$ cat config.mk
export PLATFORM = sky130hd
export DESIGN_NAME = i2c_fnv_target
export DESIGN_NICKNAME = d
export VERILOG_FILES = /design/src/rtl/i2c_fnv_target.sv
export SDC_FILE = /design/constraint.sdc
export NUM_CORES = 1
export LEC_CHECK = 0
export ABC_AREA = 1
export BUFFER_PORTS_ARGS = -buffer_cell sky130_fd_sc_hd__buf_2
export CAP_MARGIN = 20
export CORE_MARGIN = 3
export CORE_UTILIZATION = 25
export CTS_CLUSTER_SIZE = 20
export DETAILED_ROUTE_END_ITERATION = 8
export PLACE_DENSITY_LB_ADDON = 0.08
export SETUP_SLACK_MARGIN = 0.15
export SLEW_MARGIN = 15
export SYNTH_ARGS = -nofsm -noshare
export SYNTH_HDL_FRONTEND = slang
export SYNTH_SLANG_ARGS = --single-unit
export TNS_END_PERCENT = 10
$ cat constraint.sdc
create_clock -name clk -period 6.7 [get_ports clk]
set_input_delay 0.335 -clock clk [delete_from_list [all_inputs] [get_ports clk]]
set_output_delay 0.335 -clock clk [all_outputs]
set_load 0.01 [all_outputs]
$ cat src/rtl/i2c_fnv_target.sv
// I2C target that folds every received write byte into an FNV-1a hash and returns the hash on reads.
// SCL/SDA are oversampled on clk; the hash updates one clk after the synchronised 8th SCL rise.
module i2c_fnv_target #(
  parameter logic [6:0] I2C_ADDR    = 7'h2A,
  parameter int         HASH_WIDTH  = 32,
  parameter int         SYNC_STAGES = 2
) (
  input  logic                  clk,
  input  logic                  rst_n,
  input  logic                  scl_in,
  input  logic                  sda_in,
  output logic                  sda_oe,
  output logic                  busy,
  output logic [HASH_WIDTH-1:0] hash_out,
  output logic                  hash_update,
  output logic [15:0]           byte_count
);

  localparam logic [63:0] BASIS_64 = (HASH_WIDTH == 64) ? 64'hCBF2_9CE4_8422_2325
                                                        : 64'h0000_0000_811C_9DC5;
  localparam logic [63:0] PRIME_64 = (HASH_WIDTH == 64) ? 64'h0000_0100_0000_01B3
                                                        : 64'h0000_0000_0100_0193;
  localparam logic [HASH_WIDTH-1:0] BASIS = BASIS_64[HASH_WIDTH-1:0];
  localparam logic [HASH_WIDTH-1:0] PRIME = PRIME_64[HASH_WIDTH-1:0];

  localparam logic [2:0] S_IDLE   = 3'd0;
  localparam logic [2:0] S_ADDR   = 3'd1;
  localparam logic [2:0] S_CMD    = 3'd2;
  localparam logic [2:0] S_WDATA  = 3'd3;
  localparam logic [2:0] S_RDATA  = 3'd4;
  localparam logic [2:0] S_IGNORE = 3'd5;

  // Constant-prime multiply as a sum of shifted copies, one per set prime bit
  function automatic logic [HASH_WIDTH-1:0] fnv_step(input logic [HASH_WIDTH-1:0] h,
                                                      input logic [7:0] b);
    logic [HASH_WIDTH-1:0] x;
    logic [HASH_WIDTH-1:0] acc;
    x   = h ^ {{(HASH_WIDTH-8){1'b0}}, b};
    acc = '0;
    for (int i = 0; i < HASH_WIDTH; i++) begin
      if (PRIME[i]) acc = acc + (x << i);
    end
    return acc;
  endfunction

  logic [SYNC_STAGES-1:0] scl_sync_q, sda_sync_q;
  logic                   scl_hist_q, sda_hist_q;
  logic                   scl_s, sda_s, scl_rise, scl_fall, start_det, stop_det;

  logic [2:0]            state_q, state_d, nxt_q, nxt_d;
  logic [3:0]            bit_cnt_q, bit_cnt_d;
  logic [6:0]            rx_q, rx_d;
  logic [HASH_WIDTH-1:0] tx_q, tx_d, hash_q, hash_d, hash_next;
  logic                  ack_q, ack_d, mack_q, mack_d;
  logic                  sda_oe_q, sda_oe_d, busy_q, busy_d, hash_upd_q, hash_upd_d;
  logic [15:0]           cnt_q, cnt_d;
  logic [7:0]            byte_in;

  assign scl_s     = scl_sync_q[SYNC_STAGES-1];
  assign sda_s     = sda_sync_q[SYNC_STAGES-1];
  assign scl_rise  = scl_s & ~scl_hist_q;
  assign scl_fall  = ~scl_s & scl_hist_q;
  assign start_det = scl_s & scl_hist_q & ~sda_s & sda_hist_q;
  assign stop_det  = scl_s & scl_hist_q & sda_s & ~sda_hist_q;
  assign byte_in   = {rx_q, sda_s};
  assign hash_next = fnv_step(hash_q, byte_in);
  assign hash_upd_d = (hash_d != hash_q);

  always_comb begin
    state_d   = state_q;
    nxt_d     = nxt_q;
    bit_cnt_d = bit_cnt_q;
    rx_d      = rx_q;
    tx_d      = tx_q;
    ack_d     = ack_q;
    mack_d    = mack_q;
    sda_oe_d  = sda_oe_q;
    busy_d    = busy_q;
    hash_d    = hash_q;
    cnt_d     = cnt_q;
    if (stop_det) begin
      state_d   = S_IDLE;
      sda_oe_d  = 1'b0;
      busy_d    = 1'b0;
      bit_cnt_d = 4'd0;
    end else if (start_det) begin
      state_d   = S_ADDR;
      sda_oe_d  = 1'b0;
      bit_cnt_d = 4'd0;
    end else begin
      case (state_q)
        S_ADDR, S_CMD, S_WDATA: begin
          if (scl_rise && bit_cnt_q < 4'd8) begin
            rx_d      = byte_in[6:0];
            bit_cnt_d = bit_cnt_q + 4'd1;
            if (bit_cnt_q == 4'd7) begin
              ack_d = 1'b1;
              nxt_d = S_WDATA;
              if (state_q == S_ADDR) begin
                // General call (0x00) is never claimed
                if (byte_in[7:1] == I2C_ADDR && I2C_ADDR != 7'h00) begin
                  busy_d = 1'b1;
                  nxt_d  = byte_in[0] ? S_RDATA : S_CMD;
                  tx_d   = hash_q;
                end else begin
                  ack_d = 1'b0;
                  nxt_d = S_IGNORE;
                end
              end else if (state_q == S_CMD) begin
                if (byte_in == 8'h01) begin
                  hash_d = BASIS;
                  cnt_d  = 16'd0;
                end else if (byte_in != 8'h02) begin
                  ack_d = 1'b0;
                  nxt_d = S_IGNORE;
                end
              end else begin
                hash_d = hash_next;
                if (cnt_q != 16'hFFFF) cnt_d = cnt_q + 16'd1;
              end
            end
          end else if (scl_rise && bit_cnt_q == 4'd8) begin
            bit_cnt_d = 4'd9;
          end else if (scl_fall && bit_cnt_q == 4'd8) begin
            sda_oe_d = ack_q;
          end else if (scl_fall && bit_cnt_q == 4'd9) begin
            bit_cnt_d = 4'd0;
            state_d   = nxt_q;
            sda_oe_d  = 1'b0;
            if (nxt_q == S_IGNORE) busy_d = 1'b0;
            if (nxt_q == S_RDATA) begin
              sda_oe_d = ~tx_q[HASH_WIDTH-1];
              tx_d     = {tx_q[HASH_WIDTH-2:0], 1'b1};
            end
          end
        end
        S_RDATA: begin
          // Ones shift in behind the snapshot, so reads past the hash return 0xFF
          if (scl_rise && bit_cnt_q < 4'd8) begin
            bit_cnt_d = bit_cnt_q + 4'd1;
          end else if (scl_rise && bit_cnt_q == 4'd8) begin
            mack_d    = ~sda_s;
            bit_cnt_d = 4'd9;
          end else if (scl_fall && bit_cnt_q == 4'd8) begin
            sda_oe_d = 1'b0;
          end else if (scl_fall && bit_cnt_q == 4'd9 && !mack_q) begin
            state_d  = S_IGNORE;
            busy_d   = 1'b0;
            sda_oe_d = 1'b0;
          end else if (scl_fall && bit_cnt_q != 4'd0) begin
            sda_oe_d = ~tx_q[HASH_WIDTH-1];
            tx_d     = {tx_q[HASH_WIDTH-2:0], 1'b1};
            if (bit_cnt_q == 4'd9) bit_cnt_d = 4'd0;
          end
        end
        default: sda_oe_d = 1'b0;
      endcase
    end
  end

  always_ff @(posedge clk or negedge rst_n) begin
    if (!rst_n) begin
      scl_sync_q <= '1;
      sda_sync_q <= '1;
      scl_hist_q <= 1'b1;
      sda_hist_q <= 1'b1;
      state_q    <= S_IDLE;
      nxt_q      <= S_IDLE;
      bit_cnt_q  <= 4'd0;
      rx_q       <= '0;
      tx_q       <= '0;
      ack_q      <= 1'b0;
      mack_q     <= 1'b0;
      sda_oe_q   <= 1'b0;
      busy_q     <= 1'b0;
      hash_q     <= BASIS;
      hash_upd_q <= 1'b0;
      cnt_q      <= 16'd0;
    end else begin
      scl_sync_q <= {scl_sync_q[SYNC_STAGES-2:0], scl_in};
      sda_sync_q <= {sda_sync_q[SYNC_STAGES-2:0], sda_in};
      scl_hist_q <= scl_s;
      sda_hist_q <= sda_s;
      state_q    <= state_d;
      nxt_q      <= nxt_d;
      bit_cnt_q  <= bit_cnt_d;
      rx_q       <= rx_d;
      tx_q       <= tx_d;
      ack_q      <= ack_d;
      mack_q     <= mack_d;
      sda_oe_q   <= sda_oe_d;
      busy_q     <= busy_d;
      hash_q     <= hash_d;
      hash_upd_q <= hash_upd_d;
      cnt_q      <= cnt_d;
    end
  end

  assign sda_oe      = sda_oe_q;
  assign busy        = busy_q;
  assign hash_out    = hash_q;
  assign hash_update = hash_upd_q;
  assign byte_count  = cnt_q;

endmodule
==> results.py, run 1 <==
metrics = {
    "clock_tree": {
        "numCtsBuffers": 9,
        "maximum_count_of_clock_buffers_along_a_single_path": 2,
        "hold_buffers": 0,
        "cts_setup_buffers": 0,
        "cts_tree": "yes",
        "worst_skew_pair.late_latency_ps": 400,
        "clk_pin_slew_worst_paths_ps": 90,
        "root_buffer": "clkbuf_16",
        "cts.sinks": 108,
        "post_cts.resized_instances": 0,
        "cts_max_level": 3,
    },
    "routing": {
        "wirelength_mm": 35.00,
        "dr_total_vias": 8836,
        "post-route-drc-count": 0,
        "dr.pass1.iters": 5,
        "wire_per_inst_um": 18.10,
        "drtIter0Drc": 456,
        "vias_per_cell": 4.569,
        "ant_nets": 0,
    },
    "final_layout": {
        "antenna_cells_inserted": 0,
        "final_design_area_no_fill_um2": 11450,
        "highest_count_cells_in_the_layout_ignoring_fill_and_taps": "277 x inv_1, 253 x nand2_1, 125 x nor2_1",
        "area_growth_syn_to_layout_pct": 11.66,
        "utilization": 0.2855,
        "fraction_of_layout_instances_using_a_drive_strength_above_1": 0.09368,
        "fin_nets": 1551,
        "most_frequent_standard_cell_in_the_layout_excluding_fill_and_tap_cells": "inv_1",
    },
    "floorplan": {
        "die_h_um": 208.5,
        "die-area_um2": 43470,
        "die_x_um": 208.5,
        "placement_rows": 73,
        "floorplan.initialDensity": 0.2557,
        "core-area_um2": 40100,
        "ios": 55,
    },
    "place": {
        "placed_cell_area_um2": 11120,
        "dpl.hpwl_mm": 27.15,
        "place_congestion": 0.8503,
        "placement.io_buffers": 54,
    },
    "setup_path": {
        "required_time_of_the_critical_path_ps": 6980,
        "crit_path_max_fanout": 6,
        "regToRegStartpoint": "hash_out[1]$_DFF_PN0_",
        "cp-startpoint": "hash_out[1]$_DFF_PN0_",
        "worst_setup_end_kind": "register",
        "critPathLaunchType": "register",
        "critPathKind": "reg -> reg",
        "arrival_ps": 5570,
        "number_of_cell_instances_on_the_worst_register_to_register_path": 21,
    },
    "logic_synthesis": {
        "synth_mux_area_frac": 0,
        "asyncSetResetFlopFracSynth": 1.000,
        "synth-edff-count": 0,
        "yosys.area.top_type": "dfrtp_1",
        "post_synth_num_cell_types": 53,
        "warnings_synthesis": 0,
        "synth_top_family_by_area": "simple AND/OR/NAND/NOR gates",
        "synthesis.instances": 1357,
        "synth_simple_gate_area_frac": 0.2540,
        "synth_area_leaders": "dfrtp_1 21%, fa_1 16%, inv_1 10%, nand2_1 9.3%, ha_1 7.4%",
        "synth-seq-cells": 108,
        "syn_area_per_cell_um2": 7.554,
        "post_synth_instance_area_um2": 10250,
        "adder_cell_share_of_the_synthesized_area": 0.2326,
        "area_fraction_in_compound_gates_after_synthesis": 0.1077,
        "synth.yosys.seq_area_share": 0.2661,
        "synthDominantCellAreaShare": 0.2148,
        "synthesis.nets": 1503,
        "ys_dominant_reg_cell": "dfrtp_1",
        "synthXorXnorAreaFrac": 0.01794,
    },
    "grt": {
        "maximum_number_of_pins_on_one_net_before_global_route_repair": 63,
        "grt_pass1_wl_mm": 55.24,
        "initial_antenna_violation_count": 0,
        "grt_overflow": 0,
        "gr-usage-all-layers": 0.1659,
        "first_global_vias": 9140,
    },
    "sta": {
        "final-hold-violation-count": 0,
        "max_freq_ghz": 0.1889,
        "maxSlewViolCount": 0,
        "worst-slew-pin-transition_ps": 1157,
        "timing.slew.headroom": 0.2264,
        "timing.setup.tns_ps": 0,
        "clock_period_minus_final_worst_setup_slack_ps": 5294,
        "grt_setup_unrepaired": "false",
        "post-route-period-util": 0.7901,
        "setup_viol": 0,
        "fin_worst_skew_ps": 18.18,
    },
    "power_and_ir_drop": {
        "ir_worst_vdd_mv": 0.1145,
        "seq_power_share": 0.432,
        "power.density_cell_area_nw_per_um2": 169.7,
        "cellInternalPower_uw": 1289,
        "power_leakage_uw": 0.005710,
        "p_sw_uw": 652.9,
        "switching_share_of_power": 0.3361,
        "power.share.combinational": 0.237,
        "clockPowerShare": 0.331,
    },
    "hold_path": {
        "worst_hold_path.num_cells": 1,
        "hp-class": "in -> reg",
        "min-delay-start": "sda_in",
    },
    "status": {
        "run_status": "complete, no violations",
    },
    "run": {
        "cap_violations": 0,
    },
}
[synthesized netlist by cell type (all sizes together), types with 2 or more instances]
cell type,number
nand3b,12
nor2,132
xor2,13
o41ai,2
a31oi,34
o211ai,3
clkinv,2
buf,15
dfrtp,88
ha,61
inv,289
a22oi,8
nand3,115
and2,3
nand4,25
fa,81
a21oi,50
nor4,5
o21a,2
dfstp,20
xnor2,8
a211oi,4
and3,3
o21ai,80
nand2,258
clkbuf,13
nor3,21
[critical path, stage by stage (launching register included)]
cell and delay, ps:
dfrtp_1 480, xor2_1 930, fa_1 590, fa_1 510
inv_1 50, fa_1 480, inv_1 50, ha_1 330
nand2_1 140, inv_1 70, a21oi_1 120, nand2_1 150
nand2_1 150, nand2_1 110, nand2_1 80, nand2_1 90
o21ai_0 400, o21ai_0 130, nand2_1 70, inv_1 30
nor2_1 110, nand4_1 90
[power groups by stage]
| stage | sequential [µW] | combinational (µW) | clock, µW |
|---|---|---|---|
| 6_report | 839 | 459 | 644 |
| 3_3_place_gp | 852 | 467 | 0 |
| 5_1_grt | 856 | 537 | 696 |
| 2_1_floorplan | 829 | 348 | 0 |
| 3_5_place_dp | 852 | 467 | 0 |
| 4_1_cts | 841 | 468 | 678 |
[logic make-up (layout without fill, tap and decap cells)]
logic type               Yosys count  after routing
adder cells (fa/ha/maj)          142            142
XOR/XNOR                          21             21
AND/OR/NAND/NOR                  576            576
AO/OA/AOI/OAI                    191            191
flip-flops                       108            108
buffers and inverters            319            371
[through the flow]
step,total power (µW),setup slack (ps),instances,hold WS (ps)
2_1_floorplan,1177,2549,1357,39.41
3_3_place_gp,1319,1397,1919,348.2
3_5_place_dp,1319,1456,1919,348.9
4_1_cts,1987,1442,1934,23.71
5_1_grt,2089,1015,1934,26.26
6_report,1942,1406,1934,49.70
[routing by layer]
metal	vias up	track usage	routed length (µm)
met5	-	0	0
met4	0	0.03999	624
met3	26	0.02910	1201
met2	158	0.2745	16560
met1	4231	0.2257	16620
li1	4421	-	-
[state kept, by name (all words and copies together) (netlist names)]
name         flops
sda_oe           1
byte_count      16
hash_update      1
tx_q            32
nxt_q            3
ack_q            1
hash_out        32
bit_cnt_q        4
mack_q           1
state_q          3
rx_q             7
sda_hist_q       1
scl_sync_q       2
sda_sync_q       2
busy             1
scl_hist_q       1
[final cells by class]
cell class | instances | area [µm²]
Fill cell | 4431 | 28650
Multi-Input combinational cell | 930 | 6279
Sequential cell | 108 | 2728
Inverter | 291 | 1102
Tap cell | 525 | 656.9
Timing Repair Buffer | 65 | 355.3
Clock buffer | 12 | 256.5
Clock inverter | 3 | 68.82
[path summary, 6_finish.rpt]
kind                                           endpoint  slack (ps)
worst max-delay path              hash_update$_DFF_PN0_        1410
worst min-delay path            sda_sync_q[0]$_DFF_PN1_          50
worst max register to register    hash_update$_DFF_PN0_        1410
worst min register to register  scl_sync_q[1]$_DFF_PN1_         360
max in group asynchronous           rx_q[4]$_DFFE_PN0P_        5370
min in group asynchronous        hash_out[16]$_DFF_PN0_          60
No activity file was read; power rests on OpenSTA's default activity.
==> inputs of run 2 (changes only) <==
==> constraint.sdc (replaced) <==
create_clock -name clk -period 4.99 [get_ports clk]
set_input_delay 0.2495 -clock clk [delete_from_list [all_inputs] [get_ports clk]]
set_output_delay 0.2495 -clock clk [all_outputs]
set_load 0.01 [all_outputs]
==> run 2 against run 1 <==
Net effect:
- final area increased by 3.5%
- count of clock-buffer cells in the layout decreased by 1
- clock skew decreased by 6.8 ps
- sequential power increased by 35%
- critical path depth decreased by 3
- non-clock buffer count increased by 33
- first-iteration DRC count increased by 15%
- via count increased by 2.0%
- worst hold slack improved by 310 ps
- largest power group unchanged
- utilization increased by 0.99 points
- wire length decreased by 1.8%
- flip-flop and latch count unchanged
- largest cell class unchanged
==> results.py, run 2 (synthesis gave the netlist of run 1 again) <==
metrics = {
    "floorplan": {
        "core-area_um2": 40100,
        "floorplan.initialDensity": 0.2557,
        "die_h_um": 208.5,
        "die_x_um": 208.5,
        "placement_rows": 73,
        "die-area_um2": 43470,
        "ios": 55,
    },
    "routing": {
        "ant_nets": 0,
        "dr.pass1.iters": 5,
        "dr_total_vias": 9017,
        "wirelength_mm": 34.38,
        "drtIter0Drc": 525,
        "wire_per_inst_um": 17.47,
        "post-route-drc-count": 0,
        "vias_per_cell": 4.582,
    },
    "clock_tree": {
        "maximum_count_of_clock_buffers_along_a_single_path": 2,
        "cts_max_level": 3,
        "cts_tree": "yes",
        "cts.sinks": 108,
        "worst_skew_pair.late_latency_ps": 380,
        "root_buffer": "clkbuf_16",
        "numCtsBuffers": 9,
        "clk_pin_slew_worst_paths_ps": 90,
    },
    "grt": {
        "initial_antenna_violation_count": 0,
        "gr-usage-all-layers": 0.1621,
        "grt_overflow": 0,
        "grt_pass1_wl_mm": 54.45,
        "maximum_number_of_pins_on_one_net_before_global_route_repair": 70,
        "first_global_vias": 9242,
    },
    "power_and_ir_drop": {
        "p_sw_uw": 877.4,
        "switching_share_of_power": 0.3287,
        "clockPowerShare": 0.338,
        "power_leakage_uw": 0.005902,
        "ir_worst_vdd_mv": 0.1438,
        "p_total_uw": 2669,
        "cellInternalPower_uw": 1792,
        "power.density_cell_area_nw_per_um2": 225.4,
        "seq_power_share": 0.423,
        "power.share.combinational": 0.239,
    },
    "status": {
        "run_status": "complete, no violations",
    },
    "hold_path": {
        "holdPathEnd": "scl_sync_q[1]$_DFF_PN1_",
        "min-delay-start": "scl_sync_q[0]$_DFF_PN1_",
        "worst_hold_path.num_cells": 0,
        "hp-class": "reg -> reg",
    },
    "sta": {
        "final-hold-violation-count": 0,
        "worst-slew-pin-transition_ps": 960.2,
        "post-route-period-util": 0.9160,
        "fin_worst_skew_ps": 11.39,
        "maxSlewViolCount": 0,
        "timing.setup.tns_ps": 0,
        "timing.slew.headroom": 0.3589,
        "grt_setup_unrepaired": "false",
        "clock_period_minus_final_worst_setup_slack_ps": 4571,
        "max_freq_ghz": 0.2188,
        "setup_viol": 0,
    },
    "setup_path": {
        "critPathTopFamily": "adder cells",
        "worst_setup_end_kind": "register",
        "critPathLaunchType": "register",
        "critPathKind": "reg -> reg",
        "crit_path_max_fanout": 9,
        "logic_depth_of_the_worst_setup_path_including_buffers": 18,
        "cp_max_stage_cell": "dfstp_2",
        "number_of_cell_instances_on_the_worst_register_to_register_path": 18,
        "required_time_of_the_critical_path_ps": 5250,
        "critical_path.reg2reg.endpoint": "hash_update$_DFF_PN0_",
        "arrival_ps": 4830,
        "critPathBufInv": 2,
        "crit_path_max_incr_delay_ps": 760,
        "critical_path.cell_chain": "fa_1 > inv_1 > fa_1 > fa_1 > inv_1 > ha_1 > a21oi_1 > o21ai_0 > a21oi_1 > nor2_1 > nor2_1 > nand2_1 > nand2_1 > nand3_1 > nand3_1 > nand4_1 > nor2_1 > nand4_1",
        "r2r_setup_slack_ps": 420,
        "regToRegStartpoint": "hash_out[15]$_DFF_PN1_",
    },
    "final_layout": {
        "area_growth_syn_to_layout_pct": 15.54,
        "final_design_area_no_fill_um2": 11840,
        "most_frequent_standard_cell_in_the_layout_excluding_fill_and_tap_cells": "inv_1",
        "fraction_of_layout_instances_using_a_drive_strength_above_1": 0.1234,
        "antenna_cells_inserted": 0,
        "highest_count_cells_in_the_layout_ignoring_fill_and_taps": "276 x inv_1, 252 x nand2_1, 124 x nor2_1",
        "fin_nets": 1584,
    },
    "run": {
        "cap_violations": 0,
    },
    "place": {
        "placement.io_buffers": 54,
        "placed_cell_area_um2": 11330,
        "dpl.hpwl_mm": 27.32,
        "place_congestion": 0.8401,
    },
}
## run 2: power by group through the flow
| stage | clock network [µW] | registers (µW) | logic, µW |
|---|---|---|---|
| floorplan | 0 | 1110 | 467 |
| global placement | 0 | 1140 | 635 |
| detailed placement | 0 | 1140 | 640 |
| CTS | 941 | 1130 | 642 |
| global route | 968 | 1150 | 745 |
| finish | 902 | 1130 | 639 |
## run 2: what timing repair did
item                                   in CTS  in global routing
setup buffers                               0                  3
setup endpoints to repair                   0                  2
hold buffers                                2                  1
gates resized for setup                     0                 23
endpoints found under the hold margin       2                 28
## run 2: worst register-to-register path, cell delays in order (launching register included)
cell and delay (ps):
dfstp_2 760, fa_1 490, inv_1 90, fa_1 420, fa_1 550, inv_1 50, ha_1 350, a21oi_1 270
o21ai_0 190, a21oi_1 260, nor2_1 70, nor2_1 140, nand2_1 70, nand2_1 60, nand3_1 180, nand3_1 160
nand4_1 100, nor2_1 130, nand4_1 110
## run 2: layer usage
metal	up-vias	GRT usage	routed length, µm
met5	-	0	0
met4	0	0.02976	412
met3	20	0.02548	994
met2	149	0.2736	16240
met1	4364	0.2219	16730
li1	4484	-	-
## run 2: area by class of cell
cell class | count | area, µm²
clock buffer | 11 | 242.7
fill | 4416 | 28250
timing repair buffer | 98 | 655.6
multi-input combinational | 930 | 6326
sequential | 108 | 2750
clock inverter | 5 | 107.6
inverter | 291 | 1105
tap | 525 | 656.9
## run 2: per-stage QoR
stage / setup WS (ps) / utilization / hold WS [ps] / cells
after floorplan: 839.0 / - / -46.09 / 1357
after global placement: 214.8 / 0.2825 / 355.2 / 1945
after detailed placement: 226.9 / 0.2825 / 355.7 / 1945
after CTS: 186.4 / 0.2918 / 84.60 / 1963
after global routing: 157.3 / 0.2954 / 372.9 / 1968
final: 419.2 / 0.2954 / 362.6 / 1968
## run 2: worst max path at each step
| stage | start | slack (ps) | end |
|---|---|---|---|
| 2_1_floorplan | hash_out[2]$_DFF_PN1_ | 840 | hash_update$_DFF_PN0_ |
| 3_3_place_gp | hash_out[0]$_DFF_PN1_ | 210 | hash_update$_DFF_PN0_ |
| 3_5_place_dp | hash_out[0]$_DFF_PN1_ | 230 | hash_update$_DFF_PN0_ |
| 4_1_cts | hash_out[0]$_DFF_PN1_ | 190 | hash_update$_DFF_PN0_ |
| 5_1_grt | rx_q[2]$_DFFE_PN0P_ | 160 | hash_update$_DFF_PN0_ |
| 6_report | hash_out[15]$_DFF_PN1_ | 420 | hash_update$_DFF_PN0_ |
==> inputs of run 3 (changes only) <==
--- a/config.mk
+++ b/config.mk
@@ -9,7 +9,7 @@
 export BUFFER_PORTS_ARGS = -buffer_cell sky130_fd_sc_hd__buf_2
 export CAP_MARGIN = 20
 export CORE_MARGIN = 3
-export CORE_UTILIZATION = 25
+export CORE_UTILIZATION = 47
 export CTS_CLUSTER_SIZE = 20
 export DETAILED_ROUTE_END_ITERATION = 8
 export PLACE_DENSITY_LB_ADDON = 0.08
==> constraint.sdc (replaced) <==
create_clock -name clk -period 5.9 [get_ports clk]
set_input_delay 0.295 -clock clk [delete_from_list [all_inputs] [get_ports clk]]
set_output_delay 0.295 -clock clk [all_outputs]
set_load 0.01 [all_outputs]
==> run 3 against run 2 <==
Net effect:
- die area decreased by 46%
- sequential share of layout area increased by 1.1 points
- flip-flop and latch count unchanged
- wire length decreased by 16%
- worst setup slack improved by 300 ps
- power decreased by 20%
- count of clock-buffer cells in the layout decreased by 2
- clock skew decreased by 1.3 ps
- critical endpoint unchanged
- largest cell class unchanged
- via count about the same
- critical path depth increased by 8
==> results.py, run 3 (synthesis gave the netlist of run 1 again) <==
metrics = {
    "place": {
        "dpl.hpwl_mm": 22.43,
        "placement.io_buffers": 54,
        "placedCellCount": 1672,
        "place_congestion": 0.9555,
    },
    "setup_path": {
        "crit_top_cell": "nand2_1",
        "arrival_ps": 5420,
        "critPathKind": "reg -> reg",
        "r2r_setup_slack_ps": 720,
        "critPathLaunchType": "register",
        "worst_setup_end_kind": "register",
        "cp_max_stage_cell": "dfrtp_1",
        "critPathBufInv": 3,
        "required_time_of_the_critical_path_ps": 6150,
        "crit_path_max_incr_delay_ps": 600,
        "crit_path_max_fanout": 6,
        "critPathTopFamily": "adder cells",
    },
    "grt": {
        "initial_antenna_violation_count": 0,
        "grt_overflow": 0,
        "maximum_number_of_pins_on_one_net_before_global_route_repair": 68,
        "first_global_vias": 8883,
        "grt_pass1_wl_mm": 47.94,
        "gr-usage-all-layers": 0.2550,
    },
    "clock_tree": {
        "cts_tree": "yes",
        "maximum_count_of_clock_buffers_along_a_single_path": 2,
        "root_buffer": "clkbuf_16",
        "cts.sinks": 108,
        "numCtsBuffers": 9,
        "cts_setup_buffers": 0,
        "worst_skew_pair.late_latency_ps": 360,
        "clk_pin_slew_worst_paths_ps": 90,
        "cts_max_level": 3,
    },
    "power_and_ir_drop": {
        "p_total_uw": 2148,
        "power_leakage_uw": 0.005741,
        "power.density_cell_area_nw_per_um2": 191.6,
        "clockPowerShare": 0.313,
        "cellInternalPower_uw": 1420,
        "p_sw_uw": 728.6,
        "switching_share_of_power": 0.3391,
        "power.share.combinational": 0.242,
        "ir_worst_vdd_mv": 0.1465,
        "seq_power_share": 0.444,
    },
    "final_layout": {
        "highest_count_cells_in_the_layout_ignoring_fill_and_taps": "277 x inv_1, 253 x nand2_1, 125 x nor2_1",
        "num-fill-cells": 2183,
        "fraction_of_layout_instances_using_a_drive_strength_above_1": 0.09809,
        "fin_nets": 1558,
        "most_frequent_standard_cell_in_the_layout_excluding_fill_and_tap_cells": "inv_1",
        "area_growth_syn_to_layout_pct": 9.387,
        "antenna_cells_inserted": 0,
        "post_layout_nonfiller_instances": 1692,
    },
    "floorplan": {
        "floorplan.initialDensity": 0.4831,
        "placement_rows": 53,
        "die_x_um": 153.7,
        "ios": 55,
        "die_h_um": 153.7,
        "die-area_um2": 23620,
        "core-area_um2": 21220,
    },
    "sta": {
        "setup_viol": 0,
        "timing.setup.tns_ps": 0,
        "max_freq_ghz": 0.1932,
        "final-hold-violation-count": 0,
        "clock_period_minus_final_worst_setup_slack_ps": 5176,
        "maxSlewViolCount": 0,
        "post-route-period-util": 0.8773,
        "worst-slew-pin-transition_ps": 912.2,
        "grt_setup_unrepaired": "false",
        "fin_worst_skew_ps": 10.08,
        "timing.slew.headroom": 0.3910,
    },
    "routing": {
        "dr_total_vias": 9023,
        "dr.pass1.iters": 6,
        "post-route-drc-count": 0,
        "wire_per_inst_um": 17.05,
        "vias_per_cell": 5.333,
        "met2RoutedLength_mm": 13.78,
        "ant_nets": 0,
        "wirelength_mm": 28.84,
        "drtIter0Drc": 597,
        "wl_met1_mm": 12.75,
        "wl_met3_mm": 1.495,
        "maxUsedRoutingLayer": "met4",
    },
    "hold_path": {
        "hp-class": "reg -> reg",
    },
    "run": {
        "cap_violations": 0,
    },
    "status": {
        "run_status": "complete, no violations",
    },
}
run 3: cell count changes in the layout (fill, tap and decap cells not counted), moves of 2 or more:
cell        delta
buf_4         -22
buf_12         -3
dfrtp_2        -6
inv_8          +2
dfstp_4        -4
buf_6          -2
bufinv_16      -2
clkinvlp_4     +2
dfstp_2        +4
dfrtp_1        +6
run 3: routing by layer:
layer  track usage  up-vias
met5             0        -
met4       0.07864        0
met3       0.03687       43
met2        0.4222      247
met1        0.3487     4298
li1              -     4435
run 3: power by group through the flow:
stage                     Clock, µW  Sequential [µW]  Combinational (µW)
after global placement            0              965                 509
final                           673              954                 521
after global routing            720              974                 617
after CTS                       695              956                 522
after floorplan                   0              941                 395
after detailed placement          0              966                 523
run 3: worst reg2reg max path: cells and delay by family, from the launching register on:
| family | cells | cell delay [ps] |
|---|---|---|
| XOR/XNOR | 1 | 480 |
| flip-flops | 1 | 600 |
| adder cells (fa/ha/maj) | 5 | 1880 |
| AND/OR/NAND/NOR | 17 | 1780 |
| buffers and inverters | 3 | 340 |
run 3: layout make-up:
cell class,count,area (µm²),share of cell area
inverters,291,1102,0.09830
repair buffers,72,435.4,0.03883
multi-input cells,930,6286,0.5606
well taps,275,344.1,0.03068
flip-flops and latches,108,2728,0.2432
clock buffers,9,225.2,0.02008
clock inverters,7,92.59,0.008257
run 3: per-stage QoR:
step | cell area, µm² | util | hold WS, ps | setup slack (ps)
6_report | 11210 | 0.5284 | 357.9 | 724.1
5_1_grt | 11210 | 0.5284 | 367.1 | 187.9
4_1_cts | 11160 | 0.5258 | 5.072 | 469.7
3_5_place_dp | 10830 | 0.5104 | 343.4 | 530.2
3_3_place_gp | 10830 | 0.5104 | 345.1 | 501.6
2_1_floorplan | 10250 | - | -0.5911 | 1749
run 3: worst paths after layout:
| kind | from | to | depth (start not counted) |
|---|---|---|---|
| max in group asynchronous | rst_n | byte_count[0]$_DFFE_PN0P_ | 3 |
| min in group asynchronous | rst_n | tx_q[21]$_DFFE_PN0P_ | 2 |
| min | sda_sync_q[0]$_DFF_PN1_ | sda_sync_q[1]$_DFF_PN1_ | 0 |
| max | hash_out[3]$_DFF_PN0_ | hash_update$_DFF_PN0_ | 26 |
| max reg2reg | hash_out[3]$_DFF_PN0_ | hash_update$_DFF_PN0_ | 26 |
| min reg2reg | sda_sync_q[0]$_DFF_PN1_ | sda_sync_q[1]$_DFF_PN1_ | 0 |
run 3: what timing repair did:
item                                    CTS  global route
resized for setup                         0             1
hold buffers                              1             2
endpoints found under the setup margin    0             1
endpoints found under the hold margin    33             2
